<file path="src/rtl/status_unit_pkg.sv">
// Shared definitions for the flag register and the condition checker it feeds.
package status_unit_pkg;

    // Flag bit positions within the packed {z, c, n, v} vector
    localparam int unsigned FLAG_Z = 3;
    localparam int unsigned FLAG_C = 2;
    localparam int unsigned FLAG_N = 1;
    localparam int unsigned FLAG_V = 0;

    // FSM state encoding
    localparam logic [0:0] NORMAL = 1'b0;
    localparam logic [0:0] IN_EXC = 1'b1;

    // Condition codes as decoded by the condition checker
    localparam logic [3:0] COND_EQ = 4'h0;
    localparam logic [3:0] COND_NE = 4'h1;
    localparam logic [3:0] COND_CS = 4'h2;
    localparam logic [3:0] COND_CC = 4'h3;
    localparam logic [3:0] COND_MI = 4'h4;
    localparam logic [3:0] COND_PL = 4'h5;
    localparam logic [3:0] COND_VS = 4'h6;
    localparam logic [3:0] COND_VC = 4'h7;
    localparam logic [3:0] COND_HI = 4'h8;
    localparam logic [3:0] COND_LS = 4'h9;
    localparam logic [3:0] COND_GE = 4'hA;
    localparam logic [3:0] COND_LT = 4'hB;
    localparam logic [3:0] COND_GT = 4'hC;
    localparam logic [3:0] COND_LE = 4'hD;
    localparam logic [3:0] COND_AL = 4'hE;

    // Evaluate a condition code against a {z, c, n, v} flag vector
    function automatic logic cond_pass(input logic [3:0] cond, input logic [3:0] flags);
        logic z, c, n, v;
        z = flags[FLAG_Z];
        c = flags[FLAG_C];
        n = flags[FLAG_N];
        v = flags[FLAG_V];
        case (cond)
            COND_EQ: cond_pass = z;
            COND_NE: cond_pass = ~z;
            COND_CS: cond_pass = c;
            COND_CC: cond_pass = ~c;
            COND_MI: cond_pass = n;
            COND_PL: cond_pass = ~n;
            COND_VS: cond_pass = v;
            COND_VC: cond_pass = ~v;
            COND_HI: cond_pass = c & ~z;
            COND_LS: cond_pass = ~c | z;
            COND_GE: cond_pass = (n == v);
            COND_LT: cond_pass = (n != v);
            COND_GT: cond_pass = ~z & (n == v);
            COND_LE: cond_pass = z | (n != v);
            default: cond_pass = 1'b1;
        endcase
    endfunction

endpackage

</file>
<file path="src/rtl/status_unit.sv">
// Architectural flag register with same-cycle forwarding and single-level
// exception save/restore of the flags.
module status_unit
    import status_unit_pkg::*;
#(
    parameter int unsigned CNT_W = 8
) (
    input  logic             clk,
    input  logic             rst,
    input  logic             freeze,
    input  logic             flush,
    input  logic             ex_s,
    input  logic [3:0]       ex_flags,
    input  logic             exc_enter,
    input  logic             exc_return,
    output logic [3:0]       status,
    output logic [3:0]       cond_status,
    output logic             in_exc,
    output logic [CNT_W-1:0] upd_cnt
);

    localparam logic [CNT_W-1:0] CntMax = {CNT_W{1'b1}};

    logic [0:0]       state_q, state_d;
    logic [3:0]       status_q, status_d;
    logic [3:0]       shadow_q, shadow_d;
    logic [CNT_W-1:0] cnt_q, cnt_d;

    logic wr, ent, ret;

    // Qualify requests; freeze gates every one of them
    always_comb begin
        wr  = ex_s & ~flush & ~freeze;
        ent = exc_enter & ~freeze & (state_q == NORMAL);
        ret = exc_return & ~freeze & (state_q == IN_EXC);
    end

    // FSM next state
    always_comb begin
        state_d = state_q;
        if (ent) begin
            state_d = IN_EXC;
        end else if (ret) begin
            state_d = NORMAL;
        end
    end

    // Flag and shadow next state; shadow captures post-edge status so a
    // write coinciding with exception entry is preserved
    always_comb begin
        status_d = status_q;
        if (ret) begin
            status_d = shadow_q;
        end else if (wr) begin
            status_d = ex_flags;
        end
        shadow_d = ent ? status_d : shadow_q;
    end

    // Counter next state; writes overridden by a restore are not counted
    always_comb begin
        cnt_d = cnt_q;
        if (wr && !ret && (cnt_q != CntMax)) begin
            cnt_d = cnt_q + CNT_W'(1);
        end
    end

    // FSM state register
    always_ff @(posedge clk) begin
        if (rst) begin
            state_q <= NORMAL;
        end else begin
            state_q <= state_d;
        end
    end

    // Flag and shadow registers
    always_ff @(posedge clk) begin
        if (rst) begin
            status_q <= 4'b0000;
            shadow_q <= 4'b0000;
        end else begin
            status_q <= status_d;
            shadow_q <= shadow_d;
        end
    end

    // Saturating update counter
    always_ff @(posedge clk) begin
        if (rst) begin
            cnt_q <= '0;
        end else begin
            cnt_q <= cnt_d;
        end
    end

    // Forwarding mux feeding the condition checker in ID
    always_comb begin
        if (freeze) begin
            cond_status = status_q;
        end else if (ret) begin
            cond_status = shadow_q;
        end else if (ex_s && !flush) begin
            cond_status = ex_flags;
        end else begin
            cond_status = status_q;
        end
    end

    assign status  = status_q;
    assign in_exc  = (state_q == IN_EXC);
    assign upd_cnt = cnt_q;

endmodule
</file>
<file path="config.mk">
export PLATFORM = sky130hd
export DESIGN_NAME = status_unit
export DESIGN_NICKNAME = d
export VERILOG_FILES = /design/src/rtl/status_unit_pkg.sv /design/src/rtl/status_unit.sv
export SDC_FILE = /design/constraint.sdc
export NUM_CORES = 1
export LEC_CHECK = 0
export ABC_CLOCK_PERIOD_IN_PS = 1600
export CORE_MARGIN = 3
export CORE_UTILIZATION = 35
export DETAILED_ROUTE_END_ITERATION = 8
export PLACE_DENSITY_LB_ADDON = 0.2
export RECOVER_POWER = 25
export SLEW_MARGIN = 0
export SYNTH_ARGS = -nofsm -noshare
export SYNTH_HDL_FRONTEND = slang
export SYNTH_SLANG_ARGS = --single-unit
</file>
<file path="constraint.sdc">
create_clock -name clk -period 1.6 [get_ports clk]
set_input_delay 0.16 -clock clk [delete_from_list [all_inputs] [get_ports clk]]
set_output_delay 0.16 -clock clk [all_outputs]
set_load 0.05 [all_outputs]
</file>
* After elaboration in Yosys (flattened, before gate mapping)
Cells that the tools add are included.
** Storage, ports and cells
- Register bits after elaboration :: 17
- Word-level logic and storage cells :: 28
- Output and inout bits :: 17
** Operators by class
- Add/subtract/negate cells :: 1
- Equal/unequal tests :: 1
- Multiplexer cells :: 7
- Reductions and logical operators :: 6
- Bitwise gates (word level) :: 9
** Operators with widths (number)
- $mux 4 :: 5
- $add 8x1->8 const B :: 1
- $ne 8x8->1 const B :: 1
- $and 1x1->1 :: 6
- $logic_and 1x1->1 :: 3
- $not 1->1 :: 3
- $logic_not 1->1 :: 2
- $mux 1 :: 2
- $reduce_bool 2->1 :: 1

* Depth between registers and ports, before layout
Gate-level depths: netlist of run 1.
- Depth in word-level cells :: 6
- Depth in mapped cells :: 5
- Gate-level depth less buffers :: 5

* Worst setup path before layout of run 1
No wires, ideal clock.
- Path kind :: register -> register
- From :: reg state_q, in the netlist in_exc
- To :: reg status_q[2], in the netlist status[2]
- Path buffers :: 0
- Cell stages (with the launch flop) :: 4
- Arrival :: 2.024 ns
- Slack :: -0.492 ns
- Required time :: 1.532 ns
- Cell sequence :: dfxtp_1 > nand3b_1 > a21oi_1 > nor2b_1
** On the way
- Longest elaborated chain between the ends :: 2
** RTL lines
- start, declared :: line status_unit.sv:24 : logic [0:0] state_q, state_d;
- start signal, assigned :: line status_unit.sv:73 : state_q <= state_d;
- $and 1x1->1 :: line status_unit.sv:35 : ret = exc_return & ~freeze & (state_q == IN_EXC);
- $mux 4 :: line status_unit.sv:52 : if (ret) begin
- end signal, assigned :: line status_unit.sv:83 : status_q <= status_d;
- end, declared :: line status_unit.sv:25 : logic [3:0] status_q, status_d;
Every way passes these cells.
A chain may end at the register's enable or synchronous reset.

* Final worst setup path of run 1
- From :: in flush
- To :: out cond_status[1]
** On the way
- Longest elaborated chain between the ends :: 5
** RTL lines
- start, declared :: line status_unit.sv:11 : input logic flush,
- $logic_not 1->1 :: line status_unit.sv:103 : end else if (ex_s && !flush) begin
- $logic_and 1x1->1 :: line status_unit.sv:103
- $mux 4 :: line status_unit.sv:103
- $mux 4 :: line status_unit.sv:101 : end else if (ret) begin
- $mux 4 :: line status_unit.sv:99 : if (freeze) begin
- end, declared :: line status_unit.sv:17 : output logic [3:0] cond_status,
Every way passes these cells.

==> results.md, run 1 <==
- Drt pass-1 iters: 2
- FF+latch count, synth: 17
- Peak Freq: 644 MHz
- Worst Slack Setup Final: roughly 0.048 ns
- Worst Path Required: 1.44 ns
- Initial Util: 37.9%
- Yosys top cell by area: dfxtp_1
- WP data arrival: approximately 1.4 ns
- Vias: 760
- H-tree levels: 1
- Vias per inst: just over 5
- Pre-CTS worst setup slack: -0.238 ns
- Clock transition at path regs: about 0.10 ns
- Max-Slew Margin vs Limit: 60.3%
- Core area: 2020 um2
- Static leakage: approximately 0.47 nW
- Seq/Total Area, Yosys: between 40% and 50%
- CTS tree: yes
- Least-Margin Pin Slew: 0.599 ns
- Worst R2R Start: upd_cnt[0]
- Final period util: about 97%
- Initial antenna violation count: 0
- Standard-cell rows: 16
- Share of layout cells above drive strength 1: between 40% and 50%
- Largest cells by area after synthesis: dfxtp_1 44%, a21oi_1 8.5%, mux2i_1 6.5%
- Antenna Nets Post-Route: 0
- Met1 Wirelength: 894 um
- Synth warnings: 0
- WL/cell: 12.8 um
- First-pass GRT wire length: around 3.4 mm
- Most frequent cells in the layout: 15 x buf_4, 9 x dfxtp_1, 8 x nor2_1, 8 x clkbuf_1, 7 x clkdlybuf4s50_1
- Worst Hold Class: register to register
- Met2 wire length: 938 um
- R2r setup slk: about 0.08 ns
- Ant. Diodes: 0
- Worst R2R Path Depth: 5
- Routed WL: a little under 2 mm
- Total chip power: between 0.9 and 1 mW
- Fin. max-slew vios: 0
- Global-route usage over all layers: between 10% and 20%
- Avg Inst Size Synth: roughly 9.4 um2
- VDD IR max: about 0.00046 V
- P per Cell Area: roughly 720 nW/um2
- Status: complete, no violations
- Area delta synth->final: 69.3%
- Met3 routed WL: about 97 um
- DR iter-0 viols: 2
- Max-Cap Viols: 0
- GRT overflow: 0
- Setup violations, final: 0
- Critical Path Start: flush
- Cell count after synthesis: 82
- Hold buffers post-CTS: 0
- Io pins: 28
- Die Ht: approximately 53 um
- Crit Path Class: input port to output port
- Clock Latency Late Sink: slightly below 0.3 ns
- DR top layer: met3
- Max Root-Sink Buffers: 2
- Num CTS Buffers: 3
- Commonest non-fill, non-tap cell in the layout: buf_4
- Hold Violations, Final: 0
- Final core occ: between 60 and 70%
- Die width: roughly 53 um
- Startpoint Class: input port
- Port Buffers: 27
- Worst R2R End: upd_cnt[5]
- Syn Nets: 94
- Count of unique library cells instantiated by Yosys: 23
- RD Place Congestion: 0.716
- CP max FO: 4
- Clock sink count: 17
- Post-synth top area share: approximately 44%
- Post-synthesis cell area: roughly 770 um2
- Min cycle time layout: roughly 1.6 ns
- # DRC: 0
- Skew final: 0.00899 ns
- Critical Path Sink: cond_status[1]
- Die area: roughly 2800 um2
- Root buffer cell: clkbuf_4
- Largest net degree at the start of global routing: 18
- Vias in the first global route: roughly 770
- Nets@finish: ~140
- Post-DP HPWL: around 1.5 mm
- Crit path capture type: output port
-- worst max-delay path, cell delays in order --
cell and delay (ns):
dlygate4sd2_1 0.25, nor3b_4 0.24, buf_6 0.18, mux2i_1 0.21
buf_4 0.15, a21oi_4 0.06, buf_12 0.14
-- per-layer routing --
metal | track usage (%) | up-vias
met5 | 0 | -
met4 | 5.11 | 0
met3 | 3.13 | 0
met2 | 26.9 | 17
met1 | 21.4 | 351
li1 | - | 392
-- repair_timing --
| item | CTS | global route |
|---|---|---|
| cloned | 0 | 0 |
| setup buffers | 0 | 0 |
| pin swaps | 2 | 1 |
| setup endpoints to repair | 4 | 3 |
| resized for setup | 10 | 2 |
-- power breakdown --
part	total, mW	internal (mW)	switching (mW)
clock network	0.236	0.0929	0.143
registers	0.452	0.438	0.0140
logic	0.250	0.116	0.135
-- cell type report --
type | count | area [um2]
Clock buffer | 3 | 22.5
Clock inverter | 1 | 5.00
Fill cell | 179 | 723
Inverter | 1 | 3.75
Multi-Input combinational cell | 63 | 528
Sequential cell | 17 | 355
Tap cell | 27 | 33.8
Timing Repair Buffer | 39 | 350
-- worst min-delay path by stage --
stage                     startpoint          to  slack [ns]  cells past startpoint
after global placement    upd_cnt[6]  upd_cnt[6]        0.47                      2
after CTS                 upd_cnt[6]  upd_cnt[6]        0.50                      2
after detailed placement  upd_cnt[6]  upd_cnt[6]        0.48                      2
after floorplan                  rst   status[0]        0.23                      1
final                     upd_cnt[6]  upd_cnt[6]        0.50                      2
after global routing      upd_cnt[6]  upd_cnt[6]        0.51                      2
-- metrics by stage --
step | std cells | hold slack [ns] | area, um2 | TNS (ns)
3_3_place_gp | 147 | 0.473 | 1260 | -1.15
4_1_cts | 151 | 0.503 | 1320 | 0
6_report | 151 | 0.499 | 1300 | 0
2_1_floorplan | 82 | 0.232 | 846 | -0.00693
3_5_place_dp | 147 | 0.485 | 1260 | -2.25
5_1_grt | 151 | 0.505 | 1300 | -0.00384
-- registers in the layout (all words and copies together), names as in the netlist --
signal    count
status        4
in_exc        1
shadow_q      4
upd_cnt       8
-- cell usage after synthesis --
library cell / n
a211oi_1: 4
a21oi_1: 13
clkbuf_1: 1
dfxtp_1: 17
ha_1: 1
inv_1: 1
mux2i_1: 5
nand2_1: 4
nand3_1: 3
nand3b_1: 1
nand4_1: 1
nand4_2: 1
nor2_1: 9
nor2b_1: 4
nor3b_1: 1
nor3b_4: 1
o2111ai_1: 1
o211ai_4: 1
o21ai_0: 3
o31ai_1: 3
or3_1: 2
or4_1: 3
xor2_1: 2
-- kinds of logic (layout without fill, tap and decap cells) --
family / count (synthesis) / in the layout / share of synthesized area, %
flops: 17 / 17 / 44.4
buf+inv: 2 / 44 / 0.978
simple gates: 30 / 30 / 23.0
compound gates: 25 / 25 / 21.2
xor+xnor: 2 / 2 / 2.28
fa+ha+maj: 1 / 1 / 1.63
mux: 5 / 5 / 6.53
Note: power is estimated with default switching activity, not from simulation.
==> inputs of run 2 (changes only) <==
--- a/config.mk
+++ b/config.mk
@@ -5,9 +5,9 @@
 export SDC_FILE = /design/constraint.sdc
 export NUM_CORES = 1
 export LEC_CHECK = 0
-export ABC_CLOCK_PERIOD_IN_PS = 1600
+export ABC_CLOCK_PERIOD_IN_PS = 1300
 export CORE_MARGIN = 3
-export CORE_UTILIZATION = 35
+export CORE_UTILIZATION = 38
 export DETAILED_ROUTE_END_ITERATION = 8
 export PLACE_DENSITY_LB_ADDON = 0.2
 export RECOVER_POWER = 25
==> constraint.sdc (replaced) <==
create_clock -name clk -period 1.3 [get_ports clk]
set_input_delay 0.13 -clock clk [delete_from_list [all_inputs] [get_ports clk]]
set_output_delay 0.13 -clock clk [all_outputs]
set_load 0.05 [all_outputs]
==> results.md, run 2 <==
- Status: did not finish (was complete, no violations)
- Last stage: global routing (5_1_grt)
- Stop Error: [ERROR DPL-0038] Utilization greater than 100%, impossible to legalize
- Most common cell in the netlist: dfxtp_1 (unchanged)
- Worst Endpoint after GRT Repair: cond_status[1]
- Die Ht: 50.9 um (was 52.8 um)
- Num CTS Buffers: 3 (unchanged)
- Largest net degree at the start of global routing: 18
- Standard-cell rows: 15 (was 16)
- Yosys top cell by area: dfxtp_1 (unchanged)
- Syn Nets: 94 (unchanged)
- RD Place Congestion: 0.758 (was 0.716)
- Post-DP HPWL: 2.02 mm (was 1.51 mm)
- Clock sink count: 17 (unchanged)
- Seq/Total Area, Yosys: 44.4% (unchanged)
- Root buffer cell: clkbuf_4 (unchanged)
- Hold buffers post-CTS: 0 (unchanged)
- Io pins: 28 (unchanged)
- Max Root-Sink Buffers: 2 (unchanged)
- Post-synth top area share: 44.4% (unchanged)
- Die width: 50.9 um (was 52.8 um)
- Initial Util: 42.1% (was 37.9%)
- Synth warnings: 0 (unchanged)
- Asr flop ratio synth: 0% (unchanged)
- Largest cells by area after synthesis: dfxtp_1 44%, a21oi_1 8.5%, mux2i_1 6.5% (unchanged)
- Port Buffers: 27 (unchanged)
- Avg Inst Size Synth: 9.35 um2 (unchanged)
- Synth cell count leaders: 17 x dfxtp_1, 13 x a21oi_1, 9 x nor2_1, 5 x mux2i_1 (unchanged)
- Main synth FF type: dfxtp_1 (unchanged)
- Cell count after synthesis: 82 (unchanged)
- Worst_ep kind: output port
- FF+latch count, synth: 17 (unchanged)
- H-tree levels: 1 (unchanged)
- Count of unique library cells instantiated by Yosys: 23 (unchanged)
- EDFF count, synth: 0 (unchanged)
- Post-synthesis cell area: 767 um2 (unchanged)
-- run 2: logic make-up after synthesis --
logic type                 count (synthesis)  share of synthesized area (%)
xor gates and xnor gates                   2                           2.28
DFF                                       17                           44.4
buffers and inverters                      2                          0.978
AOI/OAI and AO/OA                         25                           21.2
and+or+nand+nor                           30                           23.0
muxes                                      5                           6.53
adders and majority gates                  1                           1.63
-- run 2: timing repair --
action	4_1_cts
setup buffers	8
gates resized for setup	26
pin swaps	10
setup endpoints to repair	18
-- run 2: stage by stage --
step | util [%] | area (um2) | std cells | worst slack (ns) | TNS, ns
after CTS | 96.2 | 1750 | 170 | -0.267 | -1.35
after global placement | 84.9 | 1550 | 158 | -0.459 | -7.08
after floorplan | - | 891 | 82 | -0.307 | -2.75
after detailed placement | 84.9 | 1550 | 158 | -0.489 | -7.76
==> inputs of run 3 (changes only) <==
--- a/config.mk
+++ b/config.mk
@@ -5,11 +5,11 @@
 export SDC_FILE = /design/constraint.sdc
 export NUM_CORES = 1
 export LEC_CHECK = 0
-export ABC_CLOCK_PERIOD_IN_PS = 1300
-export CORE_MARGIN = 3
-export CORE_UTILIZATION = 38
+export ABC_CLOCK_PERIOD_IN_PS = 1690
+export CORE_AREA = 3 3 64 66
 export DETAILED_ROUTE_END_ITERATION = 8
-export PLACE_DENSITY_LB_ADDON = 0.2
+export DIE_AREA = 0 0 67 69
+export PLACE_DENSITY_LB_ADDON = 0.15
 export RECOVER_POWER = 25
 export SLEW_MARGIN = 0
 export SYNTH_ARGS = -nofsm -noshare
==> constraint.sdc (replaced) <==
create_clock -name clk -period 1.69 [get_ports clk]
set_input_delay 0.169 -clock clk [delete_from_list [all_inputs] [get_ports clk]]
set_output_delay 0.169 -clock clk [all_outputs]
set_load 0.05 [all_outputs]
==> results.md, run 3 (synthesized netlist as in run 1, its figures left out) <==
- Max Root-Sink Buffers: 2 (unchanged)
- Skew final: 0.00281 ns
- Hold Path Origin: rst
- Die Ht: 69 um (was 50.9 um)
- DP Cell Count: 175 (was 158)
- Vias per inst: about 4.4
- Area delta synth->final: 75.0%
- Crit path capture type: output port
- H-tree levels: 1 (unchanged)
- Hold Violations, Final: 0
- Io pins: 28 (unchanged)
- Fin. max-slew vios: 0
- Largest net degree at the start of global routing: 17
- Port Buffers: 27 (unchanged)
- Antenna Nets Post-Route: 0
- Initial Util: 21.1% (was 42.1%)
- Root buffer cell: clkbuf_8 (was clkbuf_4)
- Commonest non-fill, non-tap cell in the layout: buf_4
- Ant. Diodes: 0
- RSZ-0062 raised after global routing: false
- Crit path largest cell delay: 0.81 ns
- DR top layer: met4
- Sw Share: about 28%
- Clock sink count: 17 (unchanged)
- Clock transition at path regs: roughly 0.06 ns
- Max-Slew Margin vs Limit: approximately 60%
- CTS tree: yes
- Vias: around 800
- Least-Margin Pin Slew: about 0.60 ns
- Reg power frac: 44.1%
- Multi-input gate area: roughly 460 um2
- RD Place Congestion: 0.747 (was 0.758)
- Slowest CP cell: clkdlybuf4s50_1
- Met3 routed WL: between 100 and 150 um
- First-pass GRT wire length: 3.61 mm
- Worst hold slack: about 0.49 ns
- Met1 Wirelength: 935 um
- Final period util: a little over nine tenths
- Routed WL: approximately 2 mm
- Worst Path Required: 1.52 ns
- DR iter-0 viols: 21
- Worst Hold Class: input port to register
- Vias in the first global route: roughly 860
- Peak Freq: about 630 MHz
- Fillcell total: around 400
- Min cycle time layout: between 1.5 and 2 ns
- Static leakage: between 0.4 and 0.5 nW
- Num CTS Buffers: 3 (unchanged)
- GRT overflow: 0
- Worst R2R Start: upd_cnt[0]
- Switch Pwr: 0.267 mW
- Die width: 67 um (was 50.9 um)
- Max-Cap Viols: 0
- Setup violations, final: 0
- CP max FO: 6
- Hold buffers post-CTS: 0 (unchanged)
- Drt pass-1 iters: 2
- Worst path cell trace: clkdlybuf4s50_1
- Post-DP HPWL: 1.64 mm (was 2.02 mm)
- Pint: approximately 0.70 mW
- Met2 wire length: a little under 1 mm
- Crit Path Class: register to output port
- WP data arrival: between 1 and 1.5 ns
- Top cell family by delay on the critical path: buffers and inverters
- Logic pwr share: between 20 and 30%
- Core area: between 3000 and 4000 um2
- Most frequent cells in the layout: 19 x buf_4, 13 x clkdlybuf4s50_1, 10 x dfxtp_1
- Buf/Inv on CP: 1
- Initial antenna violation count: 0
- Status: complete, no violations (was did not finish)
- FF/Latch Area: around 350 um2
- Max FFs per register: 8
- Global-route usage over all layers: just under 10%
- # DRC: 0
- WL/cell: between 10 and 15 um
- Standard-cell rows: 22 (was 15)
- Die area: ~4600 um2
- Nets@finish: between 100 and 150
- Non-Filler Instances: 181
- VDD IR max: 0.000257 V
- P per Cell Area: slightly above 700 nW/um2
- Startpoint Class: register
- Critical Path Start: upd_cnt[4]
- Clock power share: slightly above 30%
- Clock Latency Late Sink: roughly 0.24 ns
- Share of layout cells above drive strength 1: 30.8%
[run 3: worst paths after layout]
kind / slack, ns / end / cells past startpoint
min: 0.49 / status[0] / 2
min reg2reg: 0.50 / shadow_q[3] / 2
max: 0.1 / upd_cnt[4] / 1
max reg2reg: 0.11 / upd_cnt[5] / 5
[run 3: per-stage QoR]
| step | TNS (ns) | setup WS [ns] | total power [mW] | instance area, um2 | util, % |
|---|---|---|---|---|---|
| floorplan | 0 | 0.00592 | 0.557 | 821 | - |
| global placement | -0.424 | -0.0907 | 0.682 | 1310 | 36.1 |
| detailed placement | -0.575 | -0.139 | 0.682 | 1310 | 36.1 |
| CTS | 0 | 0.0867 | 0.993 | 1370 | 37.8 |
| global route | 0 | 0.0224 | 1.03 | 1340 | 36.9 |
| finish | 0 | 0.0995 | 0.966 | 1340 | 36.9 |
[run 3: power by group through the flow]
stage | registers [mW] | logic, mW | clock network, mW
final | 0.426 | 0.241 | 0.298
after global routing | 0.428 | 0.259 | 0.342
after CTS | 0.427 | 0.249 | 0.317
after detailed placement | 0.436 | 0.246 | 0
after global placement | 0.436 | 0.246 | 0
after floorplan | 0.464 | 0.0934 | 0
[run 3: layer usage]
layer,GRT usage [%],vias up
met5,0,-
met4,2.70,0
met3,2.12,2
met2,16.7,20
met1,12.1,371
li1,-,408
[run 3: cell type report]
class	instances	area share, %
Sequential cell	17	26.0
Inverter	1	0.280
Clock buffer	4	3.36
Multi-Input combinational cell	63	34.6
Tap cell	48	4.47
Timing Repair Buffer	48	31.3
[run 3: what timing repair did]
item / CTS / global route
hold endpoints to repair: 0 / 0
endpoints found under the setup margin: 4 / 0
gates resized for setup: 4 / 0
setup buffers: 2 / 0
==> inputs of run 4 (changes only) <==
--- a/config.mk
+++ b/config.mk
@@ -6,6 +6,8 @@
 export NUM_CORES = 1
 export LEC_CHECK = 0
 export ABC_CLOCK_PERIOD_IN_PS = 1690
+export CELL_PAD_IN_SITES_DETAIL_PLACEMENT = 0
+export CELL_PAD_IN_SITES_GLOBAL_PLACEMENT = 1
 export CORE_AREA = 3 3 64 66
 export DETAILED_ROUTE_END_ITERATION = 8
 export DIE_AREA = 0 0 67 69
==> results.md, run 4 (synthesized netlist as in run 1, its figures left out) <==
- Status: complete, no violations (unchanged)
- Commonest non-fill, non-tap cell in the layout: buf_4 (unchanged)
- Io pins: 28 (unchanged)
- Worst hold slack: 0.502 ns (was 0.490 ns)
- Worst Hold Class: register to register (was input port to register)
- RSZ-0062 raised after global routing: false (unchanged)
- Total chip power: 0.995 mW (was 0.966 mW)
- DP Area: 1300 um2 (was 1310 um2)
- Port Buffers: 27 (unchanged)
- Final core occ: 38.3% (was 36.9%)
- RD Place Congestion: 0.705 (was 0.747)
- Final period util: 96.6% (was 94.1%)
- Antenna Nets Post-Route: 0 (unchanged)
- Crit path largest cell delay: 0.82 ns (was 0.81 ns)
- Max-Cap Viols: 0 (unchanged)
- Vias: 802 (was 801)
- Fin. max-slew vios: 0 (unchanged)
- Crit path capture type: output port (unchanged)
- Worst Path Required: 1.52 ns (about the same)
- Sum Neg Setup Slack: 0 ns (unchanged)
- WL/cell: 12.4 um (was 11.3 um)
- Initial Util: 21.1% (unchanged)
- Worst R2R Path Depth: 5 (unchanged)
- Hold Violations, Final: 0 (unchanged)
- Slowest CP cell: clkdlybuf4s50_1 (unchanged)
- Largest net degree at the start of global routing: 18 (was 17)
- Buf/Inv on CP: 1 (unchanged)
- Worst R2R End: upd_cnt[5] (unchanged)
- Fillcell total: 402 (was 403)
- Clock sink count: 17 (unchanged)
- Non-Filler Instances: 178 (was 181)
- VDD IR max: 0.000275 V (was 0.000257 V)
- Top cell family by delay on the critical path: buffers and inverters (unchanged)
- Worst path cell trace: clkdlybuf4s50_1 (unchanged)
- Num CTS Buffers: 3 (unchanged)
- CTS tree: yes (unchanged)
- R2r setup slk: 0.18 ns (was 0.11 ns)
- Skew final: 0.00738 ns (was 0.00281 ns)
- Max FFs per register: 8 (unchanged)
- DR iter-0 viols: 26 (was 21)
- Static leakage: 0.499 nW (was 0.496 nW)
- WP data arrival: 1.46 ns (was 1.42 ns)
- Hold path depth: 2 (unchanged)
- Least-Margin Pin Slew: 0.603 ns (was 0.601 ns)
- Nets@finish: 143 (was 146)
- Share of layout cells above drive strength 1: 35.4% (was 30.8%)
- DP Cell Count: 172 (was 175)
- P per Cell Area: 715 nW/um2 (was 720 nW/um2)
- Die area: 4620 um2 (unchanged)
- Die Ht: 69 um (unchanged)
- Crit Path Class: register to output port (unchanged)
- Clock transition at path regs: 0.08 ns (was 0.06 ns)
- Routed WL: 2.21 mm (was 2.04 mm)
- # DRC: 0 (unchanged)
- Min cycle time layout: 1.63 ns (was 1.59 ns)
- Min-Delay Endpoint: upd_cnt[6] (was status[0])
- Vias per inst: 4.51 (was 4.43)
- Drt pass-1 iters: 4 (was 2)
- Initial antenna violation count: 0 (unchanged)
- Worst Slack Setup Final: 0.0570 ns (was 0.0995 ns)
- Area delta synth->final: 81.6% (was 75.0%)
- Root buffer cell: clkbuf_8 (unchanged)
- Peak Freq: 612 MHz (was 629 MHz)
- Finished Cell Area: 1390 um2 (was 1340 um2)
- Core area: 3630 um2 (unchanged)
- Max-Slew Margin vs Limit: 60.0% (was 60.1%)
- Worst R2R Start: upd_cnt[0] (unchanged)
- Max Root-Sink Buffers: 2 (unchanged)
- First-pass GRT wire length: 3.91 mm (was 3.61 mm)
- H-tree levels: 1 (unchanged)
- Pre-CTS worst setup slack: -0.197 ns (was -0.139 ns)
- Most frequent cells in the layout: 17 x buf_4, 11 x clkdlybuf4s50_1, 10 x dfxtp_1 (was 19 x buf_4, 13 x clkdlybuf4s50_1, 10 x dfxtp_1)
- Ant. Diodes: 0 (unchanged)
- Setup violations, final: 0 (unchanged)
- Startpoint Class: register (unchanged)
- Post-DP HPWL: 1.64 mm (about the same)
- CP max FO: 2 (was 6)
- Vias in the first global route: 834 (was 863)
- Die width: 67 um (unchanged)
- Global-route usage over all layers: 10.7% (was 9.78%)
- Standard-cell rows: 22 (unchanged)
- Hold Path Origin: upd_cnt[6] (was rst)
- Clock Latency Late Sink: 0.26 ns (was 0.24 ns)
- Hold buffers post-CTS: 0 (unchanged)
- GRT overflow: 0 (unchanged)
## run 4: cell types whose count changed in the layout (fill, tap and decap cells not counted), moves of 2 or more
| cell | delta |
|---|---|
| clkdlybuf4s50_1 | -2 |
| buf_12 | +2 |
| buf_4 | -2 |
| mux2i_4 | +4 |
| mux2i_1 | -4 |
## run 4: cell type report
type / instances / area [um2] / area share [%]
Clock inverter: 1 / 5.00 / 0.359
Sequential cell: 17 / 349 / 25.1
Timing Repair Buffer: 45 / 414 / 29.7
Tap cell: 48 / 60.1 / 4.31
Multi-Input combinational cell: 63 / 519 / 37.3
Inverter: 1 / 3.75 / 0.270
Clock buffer: 3 / 41.3 / 2.96
## run 4: per-layer routing
metal	GRT usage (%)	wire length, um	vias up
met4	4.05	18	0
met3	2.77	123	2
met1	13.9	998	376
met2	16.7	1070	21
met5	0	0	-
li1	-	-	403
## run 4: timing repair
action,in CTS,in global routing
resized for setup,11,1
setup endpoints to repair,4,1
cloned,0,0
setup buffers,2,0
pin swaps,2,0
## run 4: where the power goes
| part | leakage [nW] | total [mW] | internal, mW | switching [mW] |
|---|---|---|---|---|
| combinational | 0.332 | 0.251 | 0.121 | 0.129 |
| clock | 0.0255 | 0.316 | 0.164 | 0.152 |
| sequential | 0.142 | 0.429 | 0.416 | 0.0127 |
## run 4: worst max-delay path by stage
stage,from,endpoint,cells after the start
2_1_floorplan,upd_cnt[6],upd_cnt[7],3
3_3_place_gp,freeze,upd_cnt[7],6
3_5_place_dp,freeze,upd_cnt[5],6
4_1_cts,status[1],status[1],1
5_1_grt,status[1],status[1],1
6_report,status[1],status[1],1
